## config.mk

```make
export PLATFORM = sky130hd
export DESIGN_NAME = uart_tx
export DESIGN_NICKNAME = d
export VERILOG_FILES = /design/src/rtl/uart_pkg.sv /design/src/rtl/sync_fifo.sv /design/src/rtl/uart_tx.sv
export SDC_FILE = /design/constraint.sdc
export NUM_CORES = 1
export LEC_CHECK = 0
export ABC_AREA = 1
export CAP_MARGIN = 0
export CORE_ASPECT_RATIO = 1.75
export CORE_MARGIN = 4
export CORE_UTILIZATION = 40
export DETAILED_ROUTE_END_ITERATION = 6
export GPL_TIMING_DRIVEN = 0
export MAX_ROUTING_LAYER = met4
export PLACE_DENSITY_LB_ADDON = 0.08
export SLEW_MARGIN = 20
export SYNTH_ARGS = -nofsm -noshare
export SYNTH_HDL_FRONTEND = slang
export SYNTH_SLANG_ARGS = --single-unit
```

## constraint.sdc

```tcl
create_clock -name clk -period 3.5 [get_ports clk]
set_input_delay 0.525 -clock clk [delete_from_list [all_inputs] [get_ports clk]]
set_output_delay 0.525 -clock clk [all_outputs]
set_load 0.05 [all_outputs]
```

## src/rtl/uart_pkg.sv

```systemverilog
// Shared UART definitions: FSM state encoding, frame geometry and default bit timing.
// Used by uart_tx today and intended for the future uart_rx.
package uart_pkg;

   localparam int UART_DATA_BITS    = 8;
   localparam int UART_STOP_BITS    = 1;
   localparam int UART_CLKS_PER_BIT = 434;

   typedef enum logic [1:0] {
      IDLE  = 2'd0,
      START = 2'd1,
      DATA  = 2'd2,
      STOP  = 2'd3
   } uart_state_e;

   // Total clock cycles occupied by one 8N1 frame on the line.
   function automatic int uart_frame_clks(input int clks_per_bit);
      return (1 + UART_DATA_BITS + UART_STOP_BITS) * clks_per_bit;
   endfunction

endpackage

```

## src/rtl/sync_fifo.sv

```systemverilog
// Single-clock FIFO with registered full/empty flags derived from the occupancy count.
// Push while full and pop while empty are ignored; push and pop together leave the count unchanged.
module sync_fifo #(
   parameter int WIDTH = 8,
   parameter int DEPTH = 16
) (
   input  logic             clk,
   input  logic             rst,
   input  logic             push,
   input  logic [WIDTH-1:0] wdata,
   input  logic             pop,
   output logic [WIDTH-1:0] rdata,
   output logic             full,
   output logic             empty
);

   localparam int AW = $clog2(DEPTH);
   localparam int CW = AW + 1;

   logic [WIDTH-1:0] mem_r [DEPTH];
   logic [AW-1:0]    wr_ptr_r;
   logic [AW-1:0]    rd_ptr_r;
   logic [CW-1:0]    count_r;
   logic [CW-1:0]    count_next_s;
   logic             full_r;
   logic             empty_r;
   logic             push_s;
   logic             pop_s;

   assign push_s = push && !full_r;
   assign pop_s  = pop && !empty_r;
   assign rdata  = mem_r[rd_ptr_r];
   assign full   = full_r;
   assign empty  = empty_r;

   // Next occupancy count from the qualified push/pop pair.
   always_comb begin
      count_next_s = count_r;
      if (push_s && !pop_s) begin
         count_next_s = count_r + CW'(1);
      end else if (pop_s && !push_s) begin
         count_next_s = count_r - CW'(1);
      end else begin
         count_next_s = count_r;
      end
   end

   // Pointers, count and flags; pointers wrap naturally because DEPTH is a power of two.
   always_ff @(posedge clk) begin
      if (rst) begin
         wr_ptr_r <= '0;
         rd_ptr_r <= '0;
         count_r  <= '0;
         full_r   <= 1'b0;
         empty_r  <= 1'b1;
      end else begin
         if (push_s) begin
            wr_ptr_r <= wr_ptr_r + AW'(1);
         end
         if (pop_s) begin
            rd_ptr_r <= rd_ptr_r + AW'(1);
         end
         count_r <= count_next_s;
         full_r  <= (count_next_s == CW'(DEPTH));
         empty_r <= (count_next_s == CW'(0));
      end
   end

   // Storage array; contents are don't-care while empty so no reset is needed.
   always_ff @(posedge clk) begin
      if (push_s) begin
         mem_r[wr_ptr_r] <= wdata;
      end
   end

endmodule

```

## src/rtl/uart_tx.sv

```systemverilog
// 8N1 serial transmitter driven by the cpu byte handshake (tx_req / tx_ready / tx_data).
// Define UART_TX_FIFO_EN to place a FIFO_DEPTH-entry sync_fifo between the handshake and the FSM.
module uart_tx
   import uart_pkg::*;
#(
   parameter int CLKS_PER_BIT = UART_CLKS_PER_BIT,
   parameter int FIFO_DEPTH   = 16
) (
   input  logic       clk,
   input  logic       rst,
   input  logic       tx_req,
   input  logic [7:0] tx_data,
   output logic       tx_ready,
   output logic       txd,
   output logic       busy
);

   localparam int               BW        = $clog2(CLKS_PER_BIT);
   localparam logic [BW-1:0]    BAUD_LAST = BW'(CLKS_PER_BIT - 1);
   localparam logic [2:0]       BIT_LAST  = 3'(UART_DATA_BITS - 1);

   uart_state_e state_r;
   uart_state_e next_state_s;
   logic [BW-1:0] baud_r;
   logic [2:0]    bit_cnt_r;
   logic [7:0]    shift_r;
   logic          txd_r;
   logic          busy_r;
   logic          baud_end_s;
   logic          start_s;
   logic          busy_next_s;
   logic [7:0]    load_data_s;

   assign baud_end_s = (baud_r == BAUD_LAST);
   assign txd        = txd_r;
   assign busy       = busy_r;

`ifdef UART_TX_FIFO_EN
   logic       fifo_full_s;
   logic       fifo_empty_s;
   logic       push_s;
   logic       pop_s;
   logic [7:0] fifo_rdata_s;

   assign push_s      = tx_req && !fifo_full_s;
   assign pop_s       = (state_r == IDLE) && !fifo_empty_s;
   assign start_s     = !fifo_empty_s;
   assign load_data_s = fifo_rdata_s;
   assign tx_ready    = !fifo_full_s;
   // A pop always launches START, so only a non-popping cycle can leave the FIFO holding data in IDLE.
   assign busy_next_s = (next_state_s != IDLE) || push_s || (!fifo_empty_s && !pop_s);

   sync_fifo #(
      .WIDTH (8),
      .DEPTH (FIFO_DEPTH)
   ) u_fifo (
      .clk   (clk),
      .rst   (rst),
      .push  (push_s),
      .wdata (tx_data),
      .pop   (pop_s),
      .rdata (fifo_rdata_s),
      .full  (fifo_full_s),
      .empty (fifo_empty_s)
   );
`else
   logic tx_ready_r;

   assign start_s     = tx_req && tx_ready_r;
   assign load_data_s = tx_data;
   assign tx_ready    = tx_ready_r;
   assign busy_next_s = (next_state_s != IDLE);

   // Ready mirrors the upcoming IDLE state, so it drops right after an accept.
   always_ff @(posedge clk) begin
      if (rst) begin
         tx_ready_r <= 1'b1;
      end else begin
         tx_ready_r <= (next_state_s == IDLE);
      end
   end
`endif

   // Frame sequencing: each non-idle state lasts whole bit periods.
   always_comb begin
      next_state_s = state_r;
      case (state_r)
         IDLE: begin
            if (start_s) next_state_s = START;
            else         next_state_s = IDLE;
         end
         START: begin
            if (baud_end_s) next_state_s = DATA;
            else            next_state_s = START;
         end
         DATA: begin
            if (baud_end_s && (bit_cnt_r == BIT_LAST)) next_state_s = STOP;
            else                                      next_state_s = DATA;
         end
         STOP: begin
            if (baud_end_s) next_state_s = IDLE;
            else            next_state_s = STOP;
         end
         default: next_state_s = IDLE;
      endcase
   end

   // State, baud/bit counters, shifter and the registered line driver.
   always_ff @(posedge clk) begin
      if (rst) begin
         state_r   <= IDLE;
         baud_r    <= '0;
         bit_cnt_r <= 3'd0;
         shift_r   <= 8'h00;
         txd_r     <= 1'b1;
         busy_r    <= 1'b0;
      end else begin
         state_r <= next_state_s;
         busy_r  <= busy_next_s;

         // Line level follows the current state, giving one cycle from accept to start bit.
         case (state_r)
            IDLE:    txd_r <= 1'b1;
            START:   txd_r <= 1'b0;
            DATA:    txd_r <= shift_r[0];
            STOP:    txd_r <= 1'b1;
            default: txd_r <= 1'b1;
         endcase

         if (state_r == IDLE) begin
            baud_r <= '0;
         end else if (baud_end_s) begin
            baud_r <= '0;
         end else begin
            baud_r <= baud_r + BW'(1);
         end

         if (state_r == IDLE) begin
            bit_cnt_r <= 3'd0;
         end else if ((state_r == DATA) && baud_end_s) begin
            bit_cnt_r <= bit_cnt_r + 3'd1;
         end

         if ((state_r == IDLE) && start_s) begin
            shift_r <= load_data_s;
         end else if ((state_r == DATA) && baud_end_s) begin
            shift_r <= {1'b0, shift_r[7:1]};
         end
      end
   end

endmodule

```

-- After elaboration in Yosys (flattened, before gate mapping)
Index checks and enable logic that the tools add are counted.
- word-level logic and storage cells: 33
- bits in registers: 25
- reductions and logical operators: 11
- equal/unequal tests: 5
- add/sub/neg operators: 2
- mux-type cells: 8
- operator list (operator ; count):
    2-to-1 mux 8 bit ; 2
    adder 9 x 1 -> 9 bit (second input constant) ; 1
    equality test 9 bit (second input constant) ; 1
    case mux 2 bit (4 select lines) ; 1
    equality test 2 bit (second input constant) ; 2
    logical AND 1 bit ; 4
    zero test 2 bit ; 2
    2-to-1 mux 2 bit ; 2
    nonzero test 2 bit ; 2
    OR reduction 2 bit ; 2
    adder 3 x 1 -> 3 bit (second input constant) ; 1
    equality test 3 bit (second input constant) ; 1
    case mux 1 bit (3 select lines) ; 1
    OR reduction 3 bit ; 1
    equality test 2 x 1 -> 1 bit (second input constant) ; 1
    2-to-1 mux 1 bit ; 2

-- Depth between registers and ports, before layout
- depth in word-level cells: 5
- gate-level depth with buffers: 10
- mapped depth without buffers: 10

-- Least setup slack after synthesis
No wires, ideal clock.
- path kind: register to register
- start point: register tx_ready_r, in the netlist tx_ready
- end point: register shift_r[1]
- setup slack: 2045 ps
- stages on the path, launching flop included: 6
- arrival time: 1389 ps
- data required time: 3434 ps
- library setup time: 66 ps
- buffers on the path: 1
- period minus slack after synthesis: 1455 ps
- cell sequence: dfxtp_1 > nand3_4 > buf_2 > o21ai_0 > nand2_1 > a21oi_2
- cells in the longest elaborated chain, start to end: 3
- RTL lines (item ; line ; text):
    start, declared ; uart_tx.sv:67 ; logic tx_ready_r;
    start signal, assigned ; uart_tx.sv:79 ; tx_ready_r <= (next_state_s == IDLE);
    logical AND 1 bit * ; uart_tx.sv:69 ; assign start_s = tx_req && tx_ready_r;
    logical AND 1 bit * ; uart_tx.sv:144 ; if ((state_r == IDLE) && start_s) begin
    2-to-1 mux 8 bit / nonzero test 2 bit (equally long branches) ; - ;
    end signal, assigned ; uart_tx.sv:145 ; shift_r <= load_data_s;
    end signal, assigned ; uart_tx.sv:147 ; shift_r <= {1'b0, shift_r[7:1]};
    end, declared ; uart_tx.sv:26 ; logic [7:0] shift_r;
Every way passes the cells marked *; elsewhere a longest branch is shown, timed or not.
A chain may end at the register's enable or synchronous reset.

-- Final worst setup path
- start point: register tx_ready_r, in the netlist tx_ready
- end point: output tx_ready
- RTL lines (item ; line ; text):
    end, declared ; uart_tx.sv:13 ; output logic tx_ready,
No word-level cell between the ends.

==> results.yml <==
outcome:
  status: "completed"
placed_design:
  hpwl_mm: 1.88
  place_congestion: 0.744
  port_buffers: 12
timing:
  worst_pin_slew_ps: 497
  slew_headroom: 0.668
  layout_min_cycle_time_ps: 2030
  period_share: 0.581
  slew_viol_final: 0
  skew_ps: 0.958
  setup_tns_ps: 0
  final_hold_viol_count: 0
  rsz0062_at_grt: "false"
  setup_viol: 0
  fmaxAchievable_ghz: 0.492
hold_path:
  min_to: "shift_r[2]"
  hp-class: "reg -> reg"
  hold_depth: 2
  min-delay-start: "shift_r[2]"
logic_synthesis:
  seq_area_frac_synth: 0.402
  synth_top_family_by_area: "simple AND/OR/NAND/NOR gates"
  synth_area_mm2: 0.00124
  synth_top_area_frac: 0.402
  synth_area_leaders: "dfxtp_1 40%, nand2_1 12%, ha_1 9.1%"
  yosys-top-cells-count: "40 x nand2_1, 25 x dfxtp_1, 20 x inv_1, 13 x nor2_1, 9 x ha_1"
  synth-compound-area-share: 0.0996
  synth_xor_xnor_area_share: 0.0282
  syn-num-nets: 179
  yosysMostFrequentCell: "nand2_1"
  yosys_warnings: 0
  synthSimpleGateAreaFrac: 0.308
  ys_types: 24
  synth_fa_ha_area_frac: 0.0905
  synth_largest_area_cell: "dfxtp_1"
  synth_edf_count: 0
  synthCells: 159
  ys_ff_latch: 25
  avgSynthCellArea_um2: 7.82
  async_flop_share: 0
  synth.area.mux_share: 0
  ys.flop_type: "dfxtp_1"
layout:
  diodes: 0
  nFillCells: 305
  syn2layout_area_growth_pct: 17.5
  layout-drive-gt1-share: 0.114
  nNetsFinal: 196
critical_path:
  critPathCaptureType: "primary output"
  crit_fanout: 3
  crit_path_cell_trace: "clkdlybuf4s50_1"
  worst_path_max_delay_cell: "clkdlybuf4s50_1"
  cp_top_family: "buffers and inverters"
  arrival_ps: 1510
  r2r_slack_ps: 1970
  reg2reg_to: "shift_r[2]"
  cp.depth: 1
  timing.rr.start: "state_r[1]"
  worst-endpoint-required_ps: 2970
  path_buf_inv: 1
  worstRegToRegCells: 7
  setup.worst_path.start_class: "register"
  slowest_delay_ps: 830
  crit_type: "reg -> out"
clock_tree:
  h-tree-depth: 1
  clock-sinks: 25
  clockBufferDepth: 2
  cts_root_buffer: "clkbuf_8"
  cts_tree: "done"
  cts_setup_buffers: 0
  cts_resized: 0
  cts_hold_buf: 0
  numCtsBuffers: 3
  clk_latency_ps: 270
  clkSlewWorstSetupHoldPaths_ps: 80
pwr:
  ir_drop_mv: 0.252
  powerDensity_mw_per_mm2: 369
  power.leakage_nw: 0.579
  p_total_mw: 0.539
floorplan:
  std_cell_rows: 26
  start_util: 0.420
  dieArea_mm2: 0.00410
  core_mm2: 0.00296
  ios: 14
  die_y_um: 81.8
  die-width_um: 50.2
global_routing:
  grt_max_degree: 14
  track_usage: 0.134
  grt-ovfl-total: 0
  grt_pass1_wl_mm: 4.00
  antenna_found_initial: 0
  grt_pass1_vias: 981
detailed_routing:
  wl_per_cell_um: 10.6
  firstDrtPassIters: 3
  drt_iter0_markers: 6
  vias_per_cell: 4.64
  vias: 1006
  drc_errors: 0
  ant_nets: 0
  finalWirelength_mm: 2.29
run:
  cap_violations: 0
==> through the flow <==
| stage | worst slack (ps) | cell area [µm²] | hold WS (ps) | instances | utilization |
|---|---|---|---|---|---|
| global placement | 1620 | 1420 | 456 | 213 | 0.478 |
| detailed placement | 1620 | 1420 | 457 | 213 | 0.478 |
| floorplan | 2040 | 1240 | 433 | 159 | - |
| CTS | 1450 | 1460 | 473 | 217 | 0.494 |
| finish | 1470 | 1460 | 473 | 217 | 0.494 |
| global route | 1420 | 1460 | 484 | 217 | 0.494 |
==> how the worst max path moves through the flow <==
stage	startpoint	end	slack (ps)
final	tx_ready	tx_ready	1470
after global routing	tx_ready	tx_ready	1420
after CTS	tx_ready	tx_ready	1450
after detailed placement	tx_req	shift_r[2]	1620
after global placement	tx_req	shift_r[2]	1620
after floorplan	tx_ready	shift_r[1]	2040
==> flip-flops by register name (all words and copies together), names as in the netlist <==
name and cells:
busy 1, state_r 2, shift_r 8, tx_ready 1, bit_cnt_r 3, txd 1
baud_r 9
==> final cells by class <==
| cell class | instances | area [µm²] | share of cell area |
|---|---|---|---|
| Timing Repair Buffer | 12 | 120 | 0.0822 |
| Sequential cell | 25 | 500 | 0.342 |
| Clock buffer | 4 | 45.0 | 0.0308 |
| Inverter | 21 | 78.8 | 0.0539 |
| Buffer | 2 | 10.0 | 0.00685 |
| Multi-Input combinational cell | 111 | 654 | 0.448 |
| Tap cell | 42 | 52.6 | 0.0360 |
==> per-layer routing <==
layer,GRT usage,part of all wire
met5,-,0
met4,0.0914,0.030
met3,0.0163,0.028
met2,0.258,0.57
met1,0.118,0.37
==> power by group <==
part	internal, mW	total, mW	switching (mW)
Combinational	0.0289	0.0704	0.0414
Clock	0.0814	0.170	0.0883
Sequential	0.293	0.299	0.00588
Total	0.404	0.539	0.136
==> logic make-up after synthesis <==
kind of cell	after synthesis
AND/OR/NAND/NOR	77
flip-flops	25
buffers and inverters	23
AO/OA/AOI/OAI	21
adder cells (fa/ha/maj)	9
XOR/XNOR	4
==> placed cells by master, fill, tap and decap left out, drive strengths merged, types with 9 or more instances in the layout <==
master / instances
nand2: 43
dfxtp: 25
inv: 21
nor2: 15
clkdlybuf4s50: 12
a21oi: 12
nand3: 10
ha: 9
o21ai: 9
No activity file was read; power rests on OpenSTA's default activity.
